--- config.mk ---
export PLATFORM = sky130hd
export DESIGN_NAME = fft_frame_sched
export DESIGN_NICKNAME = d
export VERILOG_FILES = /design/src/rtl/fft_frame_sched.sv
export SDC_FILE = /design/constraint.sdc
export NUM_CORES = 1
export LEC_CHECK = 0
export BUFFER_PORTS_ARGS = -buffer_cell sky130_fd_sc_hd__buf_4
export CAP_MARGIN = 20
export CORE_MARGIN = 2
export CORE_UTILIZATION = 42
export CTS_CLUSTER_DIAMETER = 50
export DETAILED_ROUTE_END_ITERATION = 10
export HOLD_SLACK_MARGIN = 0.15
export PLACE_DENSITY = 0.86
export SETUP_SLACK_MARGIN = 0.3
export SLEW_MARGIN = 20
export SYNTH_ARGS = -nofsm -noshare
export SYNTH_HDL_FRONTEND = slang
export SYNTH_SLANG_ARGS = --single-unit
--- constraint.sdc ---
create_clock -name clk_i -period 2.1 [get_ports clk_i]
set_input_delay 0.21 -clock clk_i [delete_from_list [all_inputs] [get_ports clk_i]]
set_output_delay 0.21 -clock clk_i [all_outputs]
set_load 0.02 [all_outputs]
--- src/rtl/fft_frame_sched.sv ---
// fft_frame_sched: round-robin time-multiplexing of NUM_CH real-sample channels onto one fft_core,
// one frame (2*FFT_SIZE input beats, FFT_SIZE tagged output beats) in flight at a time.
module fft_frame_sched #(
    parameter int NUM_CH     = 4,
    parameter int FFT_SIZE   = 1024,
    parameter int DATA_WIDTH = 16,
    localparam int CH_W      = NUM_CH > 1 ? $clog2(NUM_CH) : 1,
    localparam int CNT_W     = $clog2(2 * FFT_SIZE)
) (
    input  logic                         clk_i,
    input  logic                         rst_ni,
    input  logic                         enable_i,
    input  logic [NUM_CH-1:0]            ch_mask_i,
    input  logic [NUM_CH*DATA_WIDTH-1:0] ch_data_i,
    input  logic [NUM_CH-1:0]            ch_valid_i,
    output logic [NUM_CH-1:0]            ch_ready_o,
    output logic [DATA_WIDTH-1:0]        core_adc_data_o,
    output logic                         core_adc_valid_o,
    input  logic                         core_adc_ready_i,
    input  logic [2*DATA_WIDTH-1:0]      core_out_data_i,
    input  logic                         core_out_valid_i,
    output logic                         core_out_ready_o,
    output logic [2*DATA_WIDTH-1:0]      out_data_o,
    output logic                         out_valid_o,
    input  logic                         out_ready_i,
    output logic [CH_W-1:0]              out_ch_o,
    output logic                         out_last_o,
    output logic                         busy_o,
    output logic                         frame_done_o
);
    typedef enum logic [1:0] {IDLE, ARB, FEED, DRAIN} state_t;

    state_t           state_q, state_d;
    logic [CH_W-1:0]  grant_q, rr_ptr_q, arb_ch;
    logic [CH_W:0]    scan;
    logic             arb_hit, in_fire, out_fire, in_last, out_last;
    logic [NUM_CH-1:0] req;
    logic [CNT_W-1:0] in_cnt_q, out_cnt_q;

    assign req      = ch_valid_i & ch_mask_i;
    assign in_fire  = core_adc_valid_o & core_adc_ready_i;
    assign out_fire = out_valid_o & out_ready_i;
    assign in_last  = in_cnt_q == CNT_W'(2 * FFT_SIZE - 1);
    assign out_last = out_cnt_q == CNT_W'(FFT_SIZE - 1);

    // Scan offsets high-to-low so the closest requester at or after rr_ptr wins.
    always_comb begin
        arb_ch  = '0;
        arb_hit = 1'b0;
        scan    = '0;
        for (int i = NUM_CH - 1; i >= 0; i--) begin
            scan = {1'b0, rr_ptr_q} + (CH_W+1)'(i);
            scan = scan >= (CH_W+1)'(NUM_CH) ? scan - (CH_W+1)'(NUM_CH) : scan;
            if (req[scan[CH_W-1:0]]) begin
                arb_ch  = scan[CH_W-1:0];
                arb_hit = 1'b1;
            end
        end
    end

    always_ff @(posedge clk_i or negedge rst_ni) begin
        if (!rst_ni) begin
            state_q      <= IDLE;
            grant_q      <= '0;
            rr_ptr_q     <= '0;
            in_cnt_q     <= '0;
            out_cnt_q    <= '0;
            frame_done_o <= 1'b0;
        end else begin
            state_q      <= state_d;
            frame_done_o <= out_fire & out_last;
            if (state_q == ARB && arb_hit) grant_q <= arb_ch;
            if (in_fire) in_cnt_q <= in_last ? '0 : in_cnt_q + 1'b1;
            if (out_fire) out_cnt_q <= out_last ? '0 : out_cnt_q + 1'b1;
            if (out_fire && out_last) rr_ptr_q <= grant_q == CH_W'(NUM_CH - 1) ? '0 : grant_q + 1'b1;
        end
    end

    always_comb begin
        state_d = state_q;
        unique case (state_q)
            IDLE:  state_d = enable_i && |req ? ARB : IDLE;
            ARB:   state_d = arb_hit ? FEED : IDLE;
            FEED:  state_d = in_fire && in_last ? DRAIN : FEED;
            DRAIN: state_d = out_fire && out_last ? IDLE : DRAIN;
        endcase
    end

    always_comb begin
        core_adc_data_o  = state_q == FEED ? ch_data_i[grant_q*DATA_WIDTH +: DATA_WIDTH] : '0;
        core_adc_valid_o = state_q == FEED && ch_valid_i[grant_q];
        ch_ready_o       = state_q == FEED && core_adc_ready_i ? NUM_CH'(1) << grant_q : '0;
        out_data_o       = state_q == DRAIN ? core_out_data_i : '0;
        out_valid_o      = state_q == DRAIN && core_out_valid_i;
        core_out_ready_o = state_q == DRAIN && out_ready_i;
        out_last_o       = out_valid_o && out_last;
        out_ch_o         = grant_q;
        busy_o           = state_q != IDLE;
    end
endmodule
# == After elaboration in Yosys (flattened, before gate mapping) ==
# Cells that the tools add are included.
# word_totals
mem_bits_ro,0
elab_cells,82
ff_bits,29
latch_bits,0
mem_count,0
input_bits,110
ram_bits,0
# classes
n_addsub,10
mul,0
n_lt_le_gt_ge,9
mux,33
n_div,0
reduce_logical,12
n_bitwise,4
eq_ne,6
shifts,2
# ops
cell,count
$shiftx 64x7->16,1
$mux 32,1
$add 11x1->11 const B,2
$mux 11,2
$mux 2,11
$mux 16,1
$lt 2x3->1 const B,5
$eq 11x10->1 const B,1
$eq 11x11->1 const B,1
$mux 1,11
$bmux 1 s2,5
$ge 3x3->1 const B,3
$logic_and 1x1->1,9
$pmux 2 s4,1
$sub 2x1->2 const B,4
$add 2x2->3 const B,2
$eq 2x2->1 const B,3
$and 4x4->4,1
$mux 4,1
$reduce_or 4->1,1
$shl 1x2->4 const A,1
$add 2x1->3 const B,1
$and 1x1->1,3
$ge 2x3->1 const B,1
other kinds (4),4

# == Logic depth before layout (Yosys ltp) ==
# Gate-level depths: netlist of run 1.
# depth
word_depth,11
depth_mapped,6
ltp_nobuf,5

# == Worst setup path before layout of run 1 ==
# OpenSTA, ideal clock, no wires.
# synth_timing
kind,register to output
start,"reg grant_q[0], in the netlist out_ch_o[0]"
end,out core_adc_data_o[10]
stages_incl_launch_ff,5
arrival_time_ns,1.827
slack_ns,0.063
t_required_ns,1.890
n_path_buf,2
path_cell_list,dfrtp_1 buf_2 buf_2 mux4_2 and2_1
# synth_between
elab_chain_len,2
# synth_rtl
element,line,source
from (decl),34,"logic [CH_W-1:0] grant_q, rr_ptr_q, arb_ch;"
from (signal assigned),72,if (state_q == ARB && arb_hit) grant_q <= arb_ch;
$shiftx 64x7->16,90,core_adc_data_o = state_q == FEED ? ch_data_i[grant_q*DATA_WIDTH +: DATA_WIDTH] : '0;
$mux 16,90,
to (decl),17,"output logic [DATA_WIDTH-1:0] core_adc_data_o,"
# Every way passes these cells.

# == Worst setup path in the final report of run 1 ==
# layout_timing
start,"reg grant_q[0], in the netlist out_ch_o[0]"
end,out core_adc_data_o[12]
# The elaborated chain is that of the path after synthesis.

==> results of run 1 <==
area by class of cell:
cell class / count / area [um^2] / area share
clock buffers: 7 / 96.3 / 0.0229
clock inverters: 1 / 5.00 / 0.00119
inverters: 8 / 32.5 / 0.00773
multi-input cells: 192 / 1660 / 0.394
flip-flops and latches: 29 / 736 / 0.175
well taps: 72 / 90.1 / 0.0214
repair buffers: 193 / 1590 / 0.378
sequential cells by signal, indices dropped and copies added (netlist names):
signal / count
in_cnt_q: 11
rr_ptr_q: 2
state_q: 2
frame_done_o: 1
out_ch_o: 2
out_cnt_q: 11
timing repair:
item | CTS | global route
cloned | 1 | 0
setup endpoints to repair | 24 | 27
pin swaps | 13 | 10
hold buffers | 1 | 0
buffers inserted | 9 | 5
hold endpoints to repair | 29 | 0
resized for setup | 57 | 15
logic make-up after synthesis:
group,synth area share
compound gates,0.0767
xor+xnor,0.0444
fa+ha+maj,0.0317
buf+inv,0.0439
flops,0.307
mux,0.188
simple gates,0.309
worst max-delay path: stages (launching register included):
cell and delay [ps]:
dfrtp_4 520, buf_12 150, mux4_2 510, and2_4 150
buf_6 120
synth_stat cells (all sizes together), types with 6 or more instances:
library cell / instances
nor2: 9
inv: 8
nand2: 19
and2: 17
dfrtp: 29
mux4: 17
a21oi: 6
nand4: 6
clkbuf: 11
xnor2: 8
o21ai: 7
nor3: 6
ha: 6
nand3: 17
and3: 38
how the worst min path moves through the flow:
stage	endpoint	slack [ps]	cells after the start
4_1_cts	state_q[0]	220	3
2_1_floorplan	frame_done_o	-90	0
5_1_grt	state_q[0]	220	3
3_3_place_gp	out_cnt_q[1]	150	1
6_report	state_q[0]	220	3
3_5_place_dp	out_cnt_q[2]	150	1
where the power goes:
part / total (mW) / internal, mW / switching (mW)
Clock: 0.514 / 0.296 / 0.218
Combinational: 0.653 / 0.391 / 0.262
Sequential: 0.679 / 0.609 / 0.0701
Total: 1.85 / 1.30 / 0.550
layout by cell type, fill, tap and decap left out, types with 3 or more instances in the layout:
cell type	instances
o31ai_1	3
dfrtp_1	23
inv_1	7
nand4_1	6
nor2_1	8
and3_1	36
nor3_1	6
o21ai_0	7
and2_4	16
ha_1	3
xnor2_1	8
ha_4	3
dfrtp_2	5
nand2_1	19
nand3_4	3
a21oi_1	6
xor2_1	4
buf_4	164
clkbuf_8	7
nand3_1	14
buf_6	25
mux4_2	17
or3_1	3
metal layers:
layer,up-vias,wire [um],share of wire
li1,1272,-,-
met1,1335,3410,0.37
met2,156,4870,0.52
met3,21,803,0.087
met4,0,187,0.020
met5,-,0,0
==> metrics.yaml, run 1 <==
synth:
  netlist_top_cells_area: "dfrtp_1, mux4_2, and3_1"
  async_flop_share: 1.00
  ys_warn_count: 0
  yosysTopAreaCell: "dfrtp_1"
  syn_inst: 244
  netlist-cell-type-count: 38
  ys_ff_latch: 29
  ys_seq_area_frac: 0.307
  netlist_area_um2: 2370
  ys.flop_type: "dfrtp_1"
  synth_top_area_frac: 0.307
  synth_fp_nets: 360
  synth-edff-count: 0
  avgSynthCellArea_um2: 9.70
clocking:
  cts_buffer_depth: 2
  tritoncts: "yes"
  cts_inserted_buffers: 5
  root_buffer: "clkbuf_8"
  cts.sinks: 29
  clk_pin_slew_ps: 60
  worst_skew_pair.late_latency_ps: 280
  htree_levels: 2
critical_path:
  critPathLaunch: "out_ch_o[0]"
  regToRegStartpoint: "state_q[0]"
  r2r_slack_ps: 400
  cp-endpoint: "core_adc_data_o[12]"
  cp_max_fo: 7
  r2r_end: "state_q[0]"
  cp.required_ps: 1890
  reg2reg_depth: 4
  cp-start-kind: "flip-flop"
  critPathKind: "reg -> out"
  cp.arrival_ps: 1740
  endpoint_kind: "primary output"
finish:
  fin_area_um2: 4210
  fin_nets: 545
  area_growth_pct: 77.8
  fin_cells: 502
  final_core_util: 0.769
  antenna_cells: 0
  fillers: 342
  drive_gt1_frac: 0.602
sta:
  finalSetupViolCount: 0
  slew_headroom: 0.748
  fmax_mhz: 512
  tns_ps: 0
  tightest_slew_ps: 374
  finClkSkew_ps: 5.72
  setup_slack_ps: 148
  fin_hold_ws_ps: 221
  hold_viol: 0
  rsz0062_at_grt: "true"
  fin_crit_sh: 0.930
  slew_violations: 0
  fin_crit_ps: 1950
global_routing:
  grt_max_degree: 30
  grt_pass1_vias: 2860
  grt_util_met1: 0.322
  grt_util_met3: 0.0818
  track_usage: 0.285
  grt_first_pass_wirelength_um: 14000
  antenna_found_initial: 0
  overflow: 0
  grt.busiest_layer: "met2"
  globalRouteMet2Util: 0.514
floorplan:
  die_h_um: 79.1
  fp.dieW_um: 79.1
  die-area_um2: 6250
  ios: 170
  coreArea_um2: 5470
  start_util: 0.432
  rows: 27
drt:
  num_vias: 2784
  drtAntennaViolNets: 0
  via_per_inst: 5.55
  routedWlPerCell_um: 18.5
  wl_um: 9270
  drtPass1Iterations: 4
  first_iter_violations: 205
  post-route-drc-count: 0
placed_design:
  place_area_um2: 3730
  port_buffers: 169
  hpwl_um: 6400
  gp_congestion: 0.874
  place_ws_ps: 273
  dp_cells: 478
power:
  leakage_nw: 2.03
  power_density_nw_per_um2: 439
  total_power_mw: 1.85
  peakVddDrop_uv: 419
worst_hold_path:
  min_from: "enable_i"
  hold_path.class: "in -> reg"
outcome:
  status: "completed"
job:
  cap_violations: 0
Note: power is estimated with default switching activity, not from simulation.
==> inputs of run 2 (changes only) <==
Settings changed: SETUP_SLACK_MARGIN 0.3 to not set.
==> metrics.yaml, run 2 (synthesized netlist as in run 1, its figures left out) <==
sta:
  hold_viol: 0  # unchanged
  tightest_slew_ps: 540  # +166 ps
  finClkSkew_ps: 8.38  # +2.66 ps
  rsz0062_at_grt: "false"
  fin_crit_ps: 1990  # +36.2 ps
  tns_ps: 0  # unchanged
  slew_violations: 0  # unchanged
  fin_crit_sh: 0.947  # +0.0173
  slew_headroom: 0.637  # -0.112
  fin_hold_ws_ps: 185  # -35.6 ps
  fmax_mhz: 503  # -1.8%
  finalSetupViolCount: 0  # unchanged
finish:
  area_growth_pct: 63.1
  multi_input_area_um2: 1540  # -7.3%
  drive_gt1_frac: 0.495  # -0.107
  fin_cells: 488  # -2.8%
  top_regs: "in_cnt_q (11), out_cnt_q (11)"
  antenna_cells: 0  # unchanged
  layout_commonest_cell: "buf_4"
  final_cell_mix: "buf_4, and3_1, dfrtp_1"
  fin_nets: 531  # -2.6%
  fin_area_um2: 3860  # -8.3%
  regArea_um2: 727  # -1.2%
  fillers: 427  # +25%
power:
  seqPwrFrac: 0.366  # -0.002
  pwr-share-comb: 0.294  # -0.060
  power_density_nw_per_um2: 461  # +5.1%
  peakVddDrop_uv: 624  # +49%
  switching_share: 0.268  # -0.0305
  power.switching_mw: 0.476  # -13%
  p_clk_frac: 0.339  # +0.061
  leakage_nw: 1.94  # -4.4%
  power.internal_mw: 1.30  # +0.54%
critical_path:
  cp-start-kind: "flip-flop"
  endpoint_kind: "primary output"
  cp.required_ps: 1890  # about the same
  cp.arrival_ps: 1780  # +40 ps
  regToRegStartpoint: "state_q[0]"
  critPathLaunch: "out_ch_o[0]"
  critPathKind: "reg -> out"
  cp_max_fo: 19  # +12
placed_design:
  gp_congestion: 0.914  # +4.6%
  dp_cells: 479  # +0.21%
  place_area_um2: 3730  # +0.13%
  port_buffers: 169  # unchanged
  hpwl_um: 6380  # -0.30%
floorplan:
  fp.dieW_um: 79.1  # unchanged
  rows: 27  # unchanged
  coreArea_um2: 5470  # unchanged
  ios: 170  # unchanged
  die_h_um: 79.1  # unchanged
  start_util: 0.432  # unchanged
  die-area_um2: 6250  # unchanged
clocking:
  cts_inserted_buffers: 5  # unchanged
  tritoncts: "yes"
  cts.sinks: 29  # unchanged
  cts_buffer_depth: 2  # unchanged
  worst_skew_pair.late_latency_ps: 280  # about the same
  clk_pin_slew_ps: 60  # about the same
  root_buffer: "clkbuf_8"
  htree_levels: 2  # unchanged
outcome:
  status: "completed"
drt:
  wl_um: 7960  # -14%
  first_iter_violations: 115  # -44%
  drtAntennaViolNets: 0  # unchanged
  num_vias: 2641  # -5.1%
  via_per_inst: 5.41  # -2.4%
  post-route-drc-count: 0  # unchanged
  routedWlPerCell_um: 16.3  # -12%
  drtPass1Iterations: 4  # unchanged
global_routing:
  grt_first_pass_wirelength_um: 12600  # -9.6%
  track_usage: 0.256  # -0.0284
  antenna_found_initial: 0  # unchanged
  grt_pass1_vias: 2576  # -9.9%
  overflow: 0  # unchanged
  grt_max_degree: 32  # +6.7%
job:
  cap_violations: 0  # unchanged
worst_hold_path:
  min_from: "enable_i"
  hold_path.class: "in -> reg"
[run 2: cell count changes in the layout (fill, tap and decap cells not counted), moves of 4 or more]
| cell | previous run | this run |
|---|---|---|
| dfrtp_2 | 5 | 1 |
| buf_6 | 25 | 0 |
| mux4_2 | 17 | 12 |
| dfrtp_1 | 23 | 28 |
| mux4_1 | 0 | 5 |
| buf_4 | 164 | 177 |
| and2_1 | 1 | 17 |
| and2_4 | 16 | 0 |
[run 2: power groups by stage]
stage | clock [mW] | sequential [mW] | combinational [mW]
floorplan | 0 | 0.655 | 0.253
global placement | 0 | 0.657 | 0.508
detailed placement | 0 | 0.658 | 0.524
CTS | 0.615 | 0.650 | 0.526
global route | 0.642 | 0.657 | 0.567
finish | 0.604 | 0.651 | 0.524
[run 2: through the flow]
stage          utilization  power, mW  setup WS, ps
4_1_cts              0.705       1.79          32.5
5_1_grt              0.705       1.87          14.8
6_report             0.705       1.78           111
2_1_floorplan            -      0.907          63.2
3_3_place_gp         0.682       1.17           380
3_5_place_dp         0.682       1.18           304
[run 2: worst max-delay path, cell delays in order, from the launching register on]
cell     delay, ps
dfrtp_2        420
buf_12         190
mux4_1         570
and2_1         170
buf_4          150
[run 2: layout make-up]
cell class / instances / area share
clock buffer: 7 / 0.0224
clock inverter: 1 / 0.00778
inverter: 8 / 0.00778
multi-input combinational: 192 / 0.398
sequential: 29 / 0.188
tap: 72 / 0.0233
timing repair buffer: 179 / 0.352
[run 2: what timing repair did]
action                                 in CTS  in global routing
buffers inserted                            0                  0
endpoints found under the hold margin      29                  0
hold buffers                                1                  0
setup endpoints to repair                   0                  3
resized for setup                           0                  1
[run 2: layer usage]
metal	vias up	track usage	wire [um]
met5	-	0	0
met4	0	0.0707	133
met3	12	0.0705	729
met2	124	0.471	4160
met1	1249	0.290	2950
li1	1256	-	-
[run 2: path summary, 6_finish.rpt]
check	cells after the start	endpoint	slack (ps)
min in group asynchronous	2	in_cnt_q[0]	380
max in group asynchronous	2	out_ch_o[0]	1420
setup reg to reg	5	state_q[0]	280
hold / removal	3	state_q[0]	190
setup / recovery	4	core_adc_data_o[2]	110
hold reg to reg	1	in_cnt_q[10]	470
